<file path="src/rtl/pong_graphics_if.sv">
// Pixel-stream bundle between vga_sync and the Pong graphics stage.
// The master drives pixel timing and coordinates and receives the colour;
// the slave (graphics engine) does the opposite.
interface pong_graphics_if;
  logic       p_tick;
  logic       video_on;
  logic [9:0] pixel_x;
  logic [9:0] pixel_y;
  logic [11:0] vga_rgb;

  modport master (
    output p_tick,
    output video_on,
    output pixel_x,
    output pixel_y,
    input  vga_rgb
  );

  modport slave (
    input  p_tick,
    input  video_on,
    input  pixel_x,
    input  pixel_y,
    output vga_rgb
  );
endinterface

</file>
<file path="src/rtl/pong_graphics.sv">
// Pong pixel-stage graphics engine.
// Runs the once-per-frame game state (ball, paddle, hit counter, miss hold)
// during vertical blanking and renders a registered 12-bit RGB pixel from
// the current coordinates with priority ball > paddle > wall > background.
module pong_graphics (
  input  logic            clk,
  input  logic            rst_n,
  pong_graphics_if.slave  vid_if,
  input  logic [11:0]     sw_i,
  input  logic            btn_up_i,
  input  logic            btn_down_i,
  input  logic            btn_serve_i,
  output logic [7:0]      hits_o,
  output logic            miss_o
);

  localparam logic [9:0] H_VIS     = 10'd640;
  localparam logic [9:0] V_VIS     = 10'd480;
  localparam logic [9:0] BALL_SIZE = 10'd8;
  localparam logic [9:0] BALL_V    = 10'd2;
  localparam logic [9:0] PAD_H     = 10'd72;
  localparam logic [9:0] PAD_V     = 10'd4;
  localparam logic [9:0] WALL_X_L  = 10'd32;
  localparam logic [9:0] WALL_X_R  = 10'd35;
  localparam logic [9:0] PAD_X_L   = 10'd600;
  localparam logic [9:0] PAD_X_R   = 10'd603;
  localparam logic [5:0] HOLD_LAST = 6'd59;

  localparam logic [9:0] HOME_X    = 10'd316;
  localparam logic [9:0] HOME_Y    = 10'd236;
  localparam logic [9:0] PAD_HOME  = 10'd204;
  localparam logic [9:0] REFR_Y    = V_VIS + 10'd1;

  localparam logic [11:0] COLOR_BALL = 12'hF00;
  localparam logic [11:0] COLOR_PAD  = 12'h0F0;
  localparam logic [11:0] COLOR_WALL = 12'h00F;

  typedef enum logic [1:0] {
    S_WAIT,
    S_PLAY,
    S_MISS_HOLD
  } state_t;

  state_t      state_q, state_d;
  logic [9:0]  ballX_q, ballX_d;
  logic [9:0]  ballY_q, ballY_d;
  logic        dxNeg_q, dxNeg_d;
  logic        dyNeg_q, dyNeg_d;
  logic [9:0]  padTop_q, padTop_d;
  logic [5:0]  holdCnt_q, holdCnt_d;
  logic [7:0]  hits_q, hits_d;
  logic        miss_q, miss_d;
  logic [11:0] rgb_q, rgb_d;

  logic        refrTick;
  logic [9:0]  ballRight;
  logic [9:0]  ballBottom;
  logic [9:0]  padBottom;
  logic        padHit;
  logic        ballOn;
  logic        padOn;
  logic        wallOn;

  // Frame tick once per frame, in vertical blanking, plus derived object edges
  always_comb begin
    refrTick   = vid_if.p_tick && (vid_if.pixel_x == 10'd0) && (vid_if.pixel_y == REFR_Y);
    ballRight  = ballX_q + BALL_SIZE - 10'd1;
    ballBottom = ballY_q + BALL_SIZE - 10'd1;
    padBottom  = padTop_q + PAD_H - 10'd1;
    padHit     = !dxNeg_q
              && (ballRight >= PAD_X_L) && (ballRight <= PAD_X_R)
              && (ballBottom >= padTop_q) && (ballY_q <= padBottom);
  end

  // Game state: paddle movement in every state, ball motion driven by the FSM
  always_comb begin
    state_d   = state_q;
    ballX_d   = ballX_q;
    ballY_d   = ballY_q;
    dxNeg_d   = dxNeg_q;
    dyNeg_d   = dyNeg_q;
    padTop_d  = padTop_q;
    holdCnt_d = holdCnt_q;
    hits_d    = hits_q;
    miss_d    = 1'b0;

    if (refrTick) begin
      if (btn_up_i && !btn_down_i && (padTop_q >= PAD_V)) begin
        padTop_d = padTop_q - PAD_V;
      end else if (btn_down_i && !btn_up_i && (padBottom <= V_VIS - 10'd1 - PAD_V)) begin
        padTop_d = padTop_q + PAD_V;
      end
    end

    case (state_q)
      S_WAIT: begin
        ballX_d = HOME_X;
        ballY_d = HOME_Y;
        dxNeg_d = 1'b0;
        dyNeg_d = 1'b0;
        if (refrTick && btn_serve_i) begin
          state_d = S_PLAY;
        end
      end

      S_PLAY: begin
        if (refrTick) begin
          if (ballRight >= H_VIS - 10'd1) begin
            miss_d    = 1'b1;
            holdCnt_d = 6'd0;
            state_d   = S_MISS_HOLD;
          end else begin
            if (ballY_q <= 10'd1) begin
              dyNeg_d = 1'b0;
            end else if (ballBottom >= V_VIS - 10'd2) begin
              dyNeg_d = 1'b1;
            end
            if (ballX_q <= WALL_X_R) begin
              dxNeg_d = 1'b0;
            end else if (padHit) begin
              dxNeg_d = 1'b1;
              if (hits_q != 8'hFF) begin
                hits_d = hits_q + 8'd1;
              end
            end
            ballX_d = dxNeg_d ? (ballX_q - BALL_V) : (ballX_q + BALL_V);
            ballY_d = dyNeg_d ? (ballY_q - BALL_V) : (ballY_q + BALL_V);
          end
        end
      end

      S_MISS_HOLD: begin
        if (refrTick) begin
          if (holdCnt_q == HOLD_LAST) begin
            state_d = S_WAIT;
            ballX_d = HOME_X;
            ballY_d = HOME_Y;
            dxNeg_d = 1'b0;
            dyNeg_d = 1'b0;
          end else begin
            holdCnt_d = holdCnt_q + 6'd1;
          end
        end
      end

      default: begin
        state_d = S_WAIT;
      end
    endcase
  end

  // Pixel colour for the current coordinates, by object priority
  always_comb begin
    ballOn = (vid_if.pixel_x >= ballX_q) && (vid_if.pixel_x <= ballRight)
          && (vid_if.pixel_y >= ballY_q) && (vid_if.pixel_y <= ballBottom);
    padOn  = (vid_if.pixel_x >= PAD_X_L) && (vid_if.pixel_x <= PAD_X_R)
          && (vid_if.pixel_y >= padTop_q) && (vid_if.pixel_y <= padBottom);
    wallOn = (vid_if.pixel_x >= WALL_X_L) && (vid_if.pixel_x <= WALL_X_R);

    rgb_d = sw_i;
    if (!vid_if.video_on) begin
      rgb_d = 12'h000;
    end else if (ballOn) begin
      rgb_d = COLOR_BALL;
    end else if (padOn) begin
      rgb_d = COLOR_PAD;
    end else if (wallOn) begin
      rgb_d = COLOR_WALL;
    end
  end

  // State and output registers, all cleared asynchronously by reset
  always_ff @(posedge clk or negedge rst_n) begin
    if (!rst_n) begin
      state_q   <= S_WAIT;
      ballX_q   <= HOME_X;
      ballY_q   <= HOME_Y;
      dxNeg_q   <= 1'b0;
      dyNeg_q   <= 1'b0;
      padTop_q  <= PAD_HOME;
      holdCnt_q <= 6'd0;
      hits_q    <= 8'd0;
      miss_q    <= 1'b0;
      rgb_q     <= 12'h000;
    end else begin
      state_q   <= state_d;
      ballX_q   <= ballX_d;
      ballY_q   <= ballY_d;
      dxNeg_q   <= dxNeg_d;
      dyNeg_q   <= dyNeg_d;
      padTop_q  <= padTop_d;
      holdCnt_q <= holdCnt_d;
      hits_q    <= hits_d;
      miss_q    <= miss_d;
      rgb_q     <= rgb_d;
    end
  end

  assign vid_if.vga_rgb = rgb_q;
  assign hits_o         = hits_q;
  assign miss_o         = miss_q;

endmodule
</file>
<file path="src/flat_wrapper.sv">
// flat-port wrapper written by rule: the top's interface ports become plain ports
module pong_graphics_flat 
  (clk, rst_n, sw_i, btn_up_i, btn_down_i, btn_serve_i, hits_o, miss_o, vid_if_p_tick, vid_if_video_on, vid_if_pixel_x, vid_if_pixel_y, vid_if_vga_rgb);
  pong_graphics_if vid_if_i ();
  input  logic clk;
  input  logic rst_n;
  input  logic [11:0] sw_i;
  input  logic btn_up_i;
  input  logic btn_down_i;
  input  logic btn_serve_i;
  output logic [7:0] hits_o;
  output logic miss_o;
  input wire logic [$bits(vid_if_i.p_tick)-1:0] vid_if_p_tick;
  input wire logic [$bits(vid_if_i.video_on)-1:0] vid_if_video_on;
  input wire logic [$bits(vid_if_i.pixel_x)-1:0] vid_if_pixel_x;
  input wire logic [$bits(vid_if_i.pixel_y)-1:0] vid_if_pixel_y;
  output wire logic [$bits(vid_if_i.vga_rgb)-1:0] vid_if_vga_rgb;
  assign vid_if_i.p_tick = vid_if_p_tick;
  assign vid_if_i.video_on = vid_if_video_on;
  assign vid_if_i.pixel_x = vid_if_pixel_x;
  assign vid_if_i.pixel_y = vid_if_pixel_y;
  assign vid_if_vga_rgb = vid_if_i.vga_rgb;
  pong_graphics u_core (.clk(clk), .rst_n(rst_n), .vid_if(vid_if_i), .sw_i(sw_i), .btn_up_i(btn_up_i), .btn_down_i(btn_down_i), .btn_serve_i(btn_serve_i), .hits_o(hits_o), .miss_o(miss_o));
endmodule
</file>
<file path="config.mk">
export PLATFORM = sky130hd
export DESIGN_NAME = pong_graphics_flat
export DESIGN_NICKNAME = d
export VERILOG_FILES = /design/src/rtl/pong_graphics_if.sv /design/src/rtl/pong_graphics.sv /design/src/flat_wrapper.sv
export SDC_FILE = /design/constraint.sdc
export NUM_CORES = 1
export LEC_CHECK = 0
export ABC_AREA = 1
export BUFFER_PORTS_ARGS = -buffer_cell sky130_fd_sc_hd__buf_2
export CAP_MARGIN = 15
export CORE_MARGIN = 10
export CORE_UTILIZATION = 55
export DETAILED_ROUTE_END_ITERATION = 10
export GPL_TIMING_DRIVEN = 1
export PLACE_DENSITY = 0.75
export REMOVE_ABC_BUFFERS = 1
export SLEW_MARGIN = 20
export SYNTH_ARGS = -nofsm -noshare
export SYNTH_HDL_FRONTEND = slang
export SYNTH_SLANG_ARGS = --single-unit
</file>
<file path="constraint.sdc">
create_clock -name clk -period 4.95 [get_ports clk]
set_clock_uncertainty 0.1 [all_clocks]
set_input_delay 0.2475 -clock clk [delete_from_list [all_inputs] [get_ports clk]]
set_output_delay 0.2475 -clock clk [all_outputs]
set_load 0.02 [all_outputs]
</file>
==> impl_results.rst <==
.. list-table::
   :header-rows: 1

   * - Metric
     - Value
   * - Combinational cell fraction of total power
     - 0.575
   * - Routed vias
     - 5604
   * - Worst slew margin relative to its limit
     - 0.480
   * - Port Buf Inserts
     - 59
   * - Floorplan core area
     - 10300 um2
   * - Final RePlAce weighted congestion
     - 0.924
   * - Maximum number of pins on one net before global-route repair
     - 58
   * - Status
     - completed
   * - Post-layout nets
     - 986
   * - CTS sink cnt
     - 57
   * - Syn Inst Count
     - 781
   * - Syn avg cell area
     - 7.36 um2
   * - Depth of the worst register-to-register path
     - 27
   * - Post-DP Area
     - 6190 um2
   * - CTS Root Buffer Type
     - sky130_fd_sc_hd__clkbuf_8
   * - Min Tclk post-route
     - 4.50 ns
   * - Antenna cell count
     - 0
   * - Simple-gate area share of the yosys netlist
     - 0.268
   * - CTS Buffer Depth
     - 2
   * - Number of synthesized flops with an enable pin
     - 0
   * - Filler Cell Count
     - 954
   * - Min-Delay Path Class
     - in -> reg
   * - Cell area after layout
     - 6430 um2
   * - Critical Setup Path Class
     - reg -> reg
   * - Worst Setup Slack, final
     - 0.452 ns
   * - Overflow after GRT
     - 0
   * - Die boundary height
     - 122 um
   * - Max VDD drop
     - 388 uV
   * - Sequential-to-total area share from yosys stat
     - 0.251
   * - Net switching power of the design
     - 1.33 mW
   * - Post-synthesis xor/xnor area fraction
     - 0.0503
   * - Vias in the first global route
     - 5512
   * - Area taken by multi-input logic gates
     - 3850 um2
   * - Fraction of the mapped netlist area in compound gates
     - 0.133
   * - Top area cells in the synthesized netlist
     - sky130_fd_sc_hd__ha_1 21%, sky130_fd_sc_hd__dfrtp_1 19%, sky130_fd_sc_hd__nand2_1 11%
   * - Worst path arrival time
     - 4.64 ns
   * - Yosys top cell area share
     - 0.211
   * - Routed wire per std cell
     - 15.9 um
   * - Final hold violation count
     - 0
   * - Die Width
     - 122 um
   * - Final Max Slew Viols
     - 0
   * - Share of total power in sequential cells
     - 0.238
   * - Global-route wire length before repair
     - 25.8 mm
   * - DRT Pass-1 Iters
     - 6
   * - Initial core utilization
     - 0.560
   * - Reg-to-reg critical path endpoint
     - u_core.ballX_q[9]$_DFFE_PN0P_
   * - Worst-path clk slew
     - 0.07 ns
   * - Overall power consumption
     - 2.73 mW
   * - Net Sw Frac
     - 0.486
   * - Share of layout cells above drive strength 1
     - 0.134
   * - Top cell type by total area after synthesis
     - sky130_fd_sc_hd__ha_1
   * - Area of the mapped netlist
     - 5750 um2
   * - Crit-path max FO
     - 7
   * - Detailed Place HPWL
     - 12.6 mm
   * - Combinational family with the most area after synthesis
     - simple AND/OR/NAND/NOR gates
   * - Synth cell types
     - 48
   * - Power density relative to cell area
     - 425 nW/um2
   * - Pre-CTS setup slack
     - 0.445 ns
   * - TritonCTS clock tree
     - yes
   * - Most common flop cell mapped by yosys
     - sky130_fd_sc_hd__dfrtp_1
   * - Proportion of synthesized flip-flops having asynchronous set or reset
     - 1.00
   * - Iteration-0 DRC count of the detailed router
     - 401
   * - Startpoint of the worst hold path
     - sw_i[9]
   * - FP Rows
     - 37
   * - Kind of capture point of the worst setup path
     - register
   * - H-tree depth
     - 3
   * - Final routed wirelength across all metal layers
     - 15.7 mm
   * - Data required time of the critical path
     - 5.09 ns
   * - Total leakage power
     - 3.50 nW
   * - Area growth syn-to-layout
     - 11.9%
   * - Internal cell power
     - 1.40 mW
   * - Yosys warning count
     - 0
   * - I/O pins
     - 60
   * - Inserted Clock Buffers
     - 9
   * - Worst Hold End
     - u_core.vid_if.vga_rgb[9]$_DFF_PN0_
   * - Die Outline Area
     - 14900 um2
   * - Final cycle utilization of the critical path
     - 0.909
   * - Setup repair after global routing missed its margin
     - no
   * - Slew at the pin closest to its max-slew limit
     - 0.778 ns
   * - Endpoints failing setup
     - 0
   * - Fraction of the mapped netlist area in adder cells
     - 0.218
   * - Global-route usage over all layers
     - 0.211
   * - Startpoint Class
     - register
   * - Worst R2R Setup Slack
     - 0.45 ns
   * - Clock power share
     - 0.187
   * - Seq. cell area
     - 1440 um2
   * - Average vias per placed instance
     - 5.67
   * - Number of antenna violations at the first check in global routing
     - 0
   * - Max-cap violations
     - 0
   * - Mux cell area share after synthesis
     - 0
   * - Highest clock rate
     - 222 MHz
   * - Number of DRC violations after detailed routing
     - 0
   * - Post-route ant nets
     - 0
   * - Post-layout utilization of the core
     - 0.626
   * - Total negative slack for setup checks
     - 0 ns
   * - Hold path depth
     - 3
   * - Latest clock arrival within the worst-skew pair
     - 0.36 ns
   * - Critical R2R Launch
     - u_core.ballY_q[2]$_DFFE_PN1P_
   * - #FFs+latches synth
     - 57
metal layers:
layer  GRT usage  wire [um]  vias up  share of wire
met4      0.0825        381        0          0.024
li1            -          -     2761              -
met3      0.0381        977       31          0.062
met5           0          0        -              0
met1       0.263       6900     2658           0.44
met2       0.354       7460      154           0.47
power by group through the flow:
| stage | Combinational [mW] | Clock, mW | Sequential (mW) |
|---|---|---|---|
| after global placement | 1.48 | 0 | 0.651 |
| after floorplan | 1.16 | 0 | 0.635 |
| after detailed placement | 1.55 | 0 | 0.654 |
| after CTS | 1.56 | 0.519 | 0.646 |
| final | 1.57 | 0.511 | 0.650 |
| after global routing | 1.78 | 0.537 | 0.657 |
area by class of cell:
class                   count  area share
clock inverters             7      0.0161
well taps                 136      0.0265
inverters                 113      0.0659
multi-input cells         606       0.599
repair buffers             61      0.0486
flip-flops and latches     57       0.224
clock buffers               9      0.0193
per-stage QoR:
step                      hold slack, ns  instances
final                             0.0589        989
after global routing              0.0641        989
after CTS                         0.0470        989
after detailed placement           0.344        972
after global placement             0.335        972
after floorplan                   -0.148        776
worst max-delay path, cell delays in order, from the launching register on:
cell                      delay, ns
sky130_fd_sc_hd__dfstp_2       0.57
sky130_fd_sc_hd__inv_1         0.12
sky130_fd_sc_hd__ha_1          0.23
sky130_fd_sc_hd__nor2_1        0.11
sky130_fd_sc_hd__nand2_1       0.08
sky130_fd_sc_hd__inv_1         0.09
sky130_fd_sc_hd__nand4_1       0.11
sky130_fd_sc_hd__o21ai_0       0.18
sky130_fd_sc_hd__nand2_1       0.10
sky130_fd_sc_hd__inv_1         0.11
sky130_fd_sc_hd__ha_1          0.25
sky130_fd_sc_hd__a21o_1        0.18
sky130_fd_sc_hd__o21ba_2       0.22
sky130_fd_sc_hd__nand2_1       0.07
sky130_fd_sc_hd__nand4_2       0.18
sky130_fd_sc_hd__nand2_1       0.11
sky130_fd_sc_hd__nand2_1       0.15
sky130_fd_sc_hd__inv_1         0.17
sky130_fd_sc_hd__ha_1          0.37
sky130_fd_sc_hd__inv_1         0.09
sky130_fd_sc_hd__nor4_1        0.30
sky130_fd_sc_hd__nand2_1       0.12
sky130_fd_sc_hd__nand2_1       0.09
sky130_fd_sc_hd__nand2_1       0.06
sky130_fd_sc_hd__nand2_1       0.06
sky130_fd_sc_hd__nand2_1       0.05
sky130_fd_sc_hd__nand3_1       0.08
sky130_fd_sc_hd__nand2_1       0.05
placed cells by master, fill, tap and decap left out, types with 5 or more instances in the layout:
cell,count
sky130_fd_sc_hd__dfstp_2,14
sky130_fd_sc_hd__xor2_1,29
sky130_fd_sc_hd__nand3_1,45
sky130_fd_sc_hd__nor3_1,6
sky130_fd_sc_hd__clkbuf_8,9
sky130_fd_sc_hd__a22oi_1,9
sky130_fd_sc_hd__inv_2,5
sky130_fd_sc_hd__ha_1,97
sky130_fd_sc_hd__nand4_1,23
sky130_fd_sc_hd__buf_2,59
sky130_fd_sc_hd__o21ai_0,40
sky130_fd_sc_hd__o211ai_1,5
sky130_fd_sc_hd__nand2_1,169
sky130_fd_sc_hd__nor4_1,7
sky130_fd_sc_hd__o22ai_1,5
sky130_fd_sc_hd__dfrtp_1,43
sky130_fd_sc_hd__a21oi_1,55
sky130_fd_sc_hd__nor2_1,67
sky130_fd_sc_hd__inv_1,107
Yosys cell counts (4+ instances only):
cell,n
sky130_fd_sc_hd__nand2_1,169
sky130_fd_sc_hd__inv_1,107
sky130_fd_sc_hd__ha_1,97
sky130_fd_sc_hd__nor2_1,67
sky130_fd_sc_hd__a21oi_1,55
sky130_fd_sc_hd__nand3_1,45
sky130_fd_sc_hd__dfrtp_1,43
sky130_fd_sc_hd__o21ai_0,41
sky130_fd_sc_hd__xor2_1,29
sky130_fd_sc_hd__nand4_1,23
sky130_fd_sc_hd__dfstp_2,14
sky130_fd_sc_hd__a22oi_1,9
sky130_fd_sc_hd__nor4_1,7
sky130_fd_sc_hd__nor3_1,6
sky130_fd_sc_hd__inv_2,5
sky130_fd_sc_hd__o211ai_1,5
sky130_fd_sc_hd__o22ai_1,5
sky130_fd_sc_hd__nor2_2,4
sky130_fd_sc_hd__xnor2_1,4
timing repair:
action	CTS	global route
gates resized for setup	0	1
setup endpoints to repair	0	2
hold buffers	1	0
buffers inserted	0	0
hold endpoints to repair	43	0
cells by family after synthesis:
| family | after synthesis |
|---|---|
| and+or+nand+nor | 340 |
| adders and majority gates | 99 |
| buffers and inverters | 118 |
| AOI/OAI and AO/OA | 134 |
| DFF | 57 |
| xor gates and xnor gates | 33 |
registers in the layout, indices dropped and copies added (netlist names):
register,cells
u_core.vid_if.vga_rgb,12
u_core.ballX_q,9
u_core.ballY_q,9
u_core.hits_o,8
u_core.padTop_q,8
u_core.holdCnt_q,6
u_core.state_q,2
u_core.dxNeg_q,1
u_core.dyNeg_q,1
u_core.miss_o,1
how the worst max path moves through the flow:
stage	startpoint	endpoint	slack, ns	cells past startpoint
finish	u_core.ballY_q[2]$_DFFE_PN1P_	u_core.ballX_q[9]$_DFFE_PN0P_	0.45	27
global route	u_core.ballY_q[2]$_DFFE_PN1P_	u_core.ballX_q[7]$_DFFE_PN0P_	0.002	25
CTS	u_core.ballY_q[2]$_DFFE_PN1P_	u_core.ballX_q[9]$_DFFE_PN0P_	0.42	27
detailed placement	u_core.ballY_q[2]$_DFFE_PN1P_	u_core.ballX_q[9]$_DFFE_PN0P_	0.44	27
global placement	u_core.ballY_q[2]$_DFFE_PN1P_	u_core.ballX_q[9]$_DFFE_PN0P_	0.65	28
floorplan	u_core.ballY_q[2]$_DFFE_PN1P_	u_core.ballX_q[7]$_DFFE_PN0P_	1.0	26
Note: power is estimated with default switching activity, not from simulation.
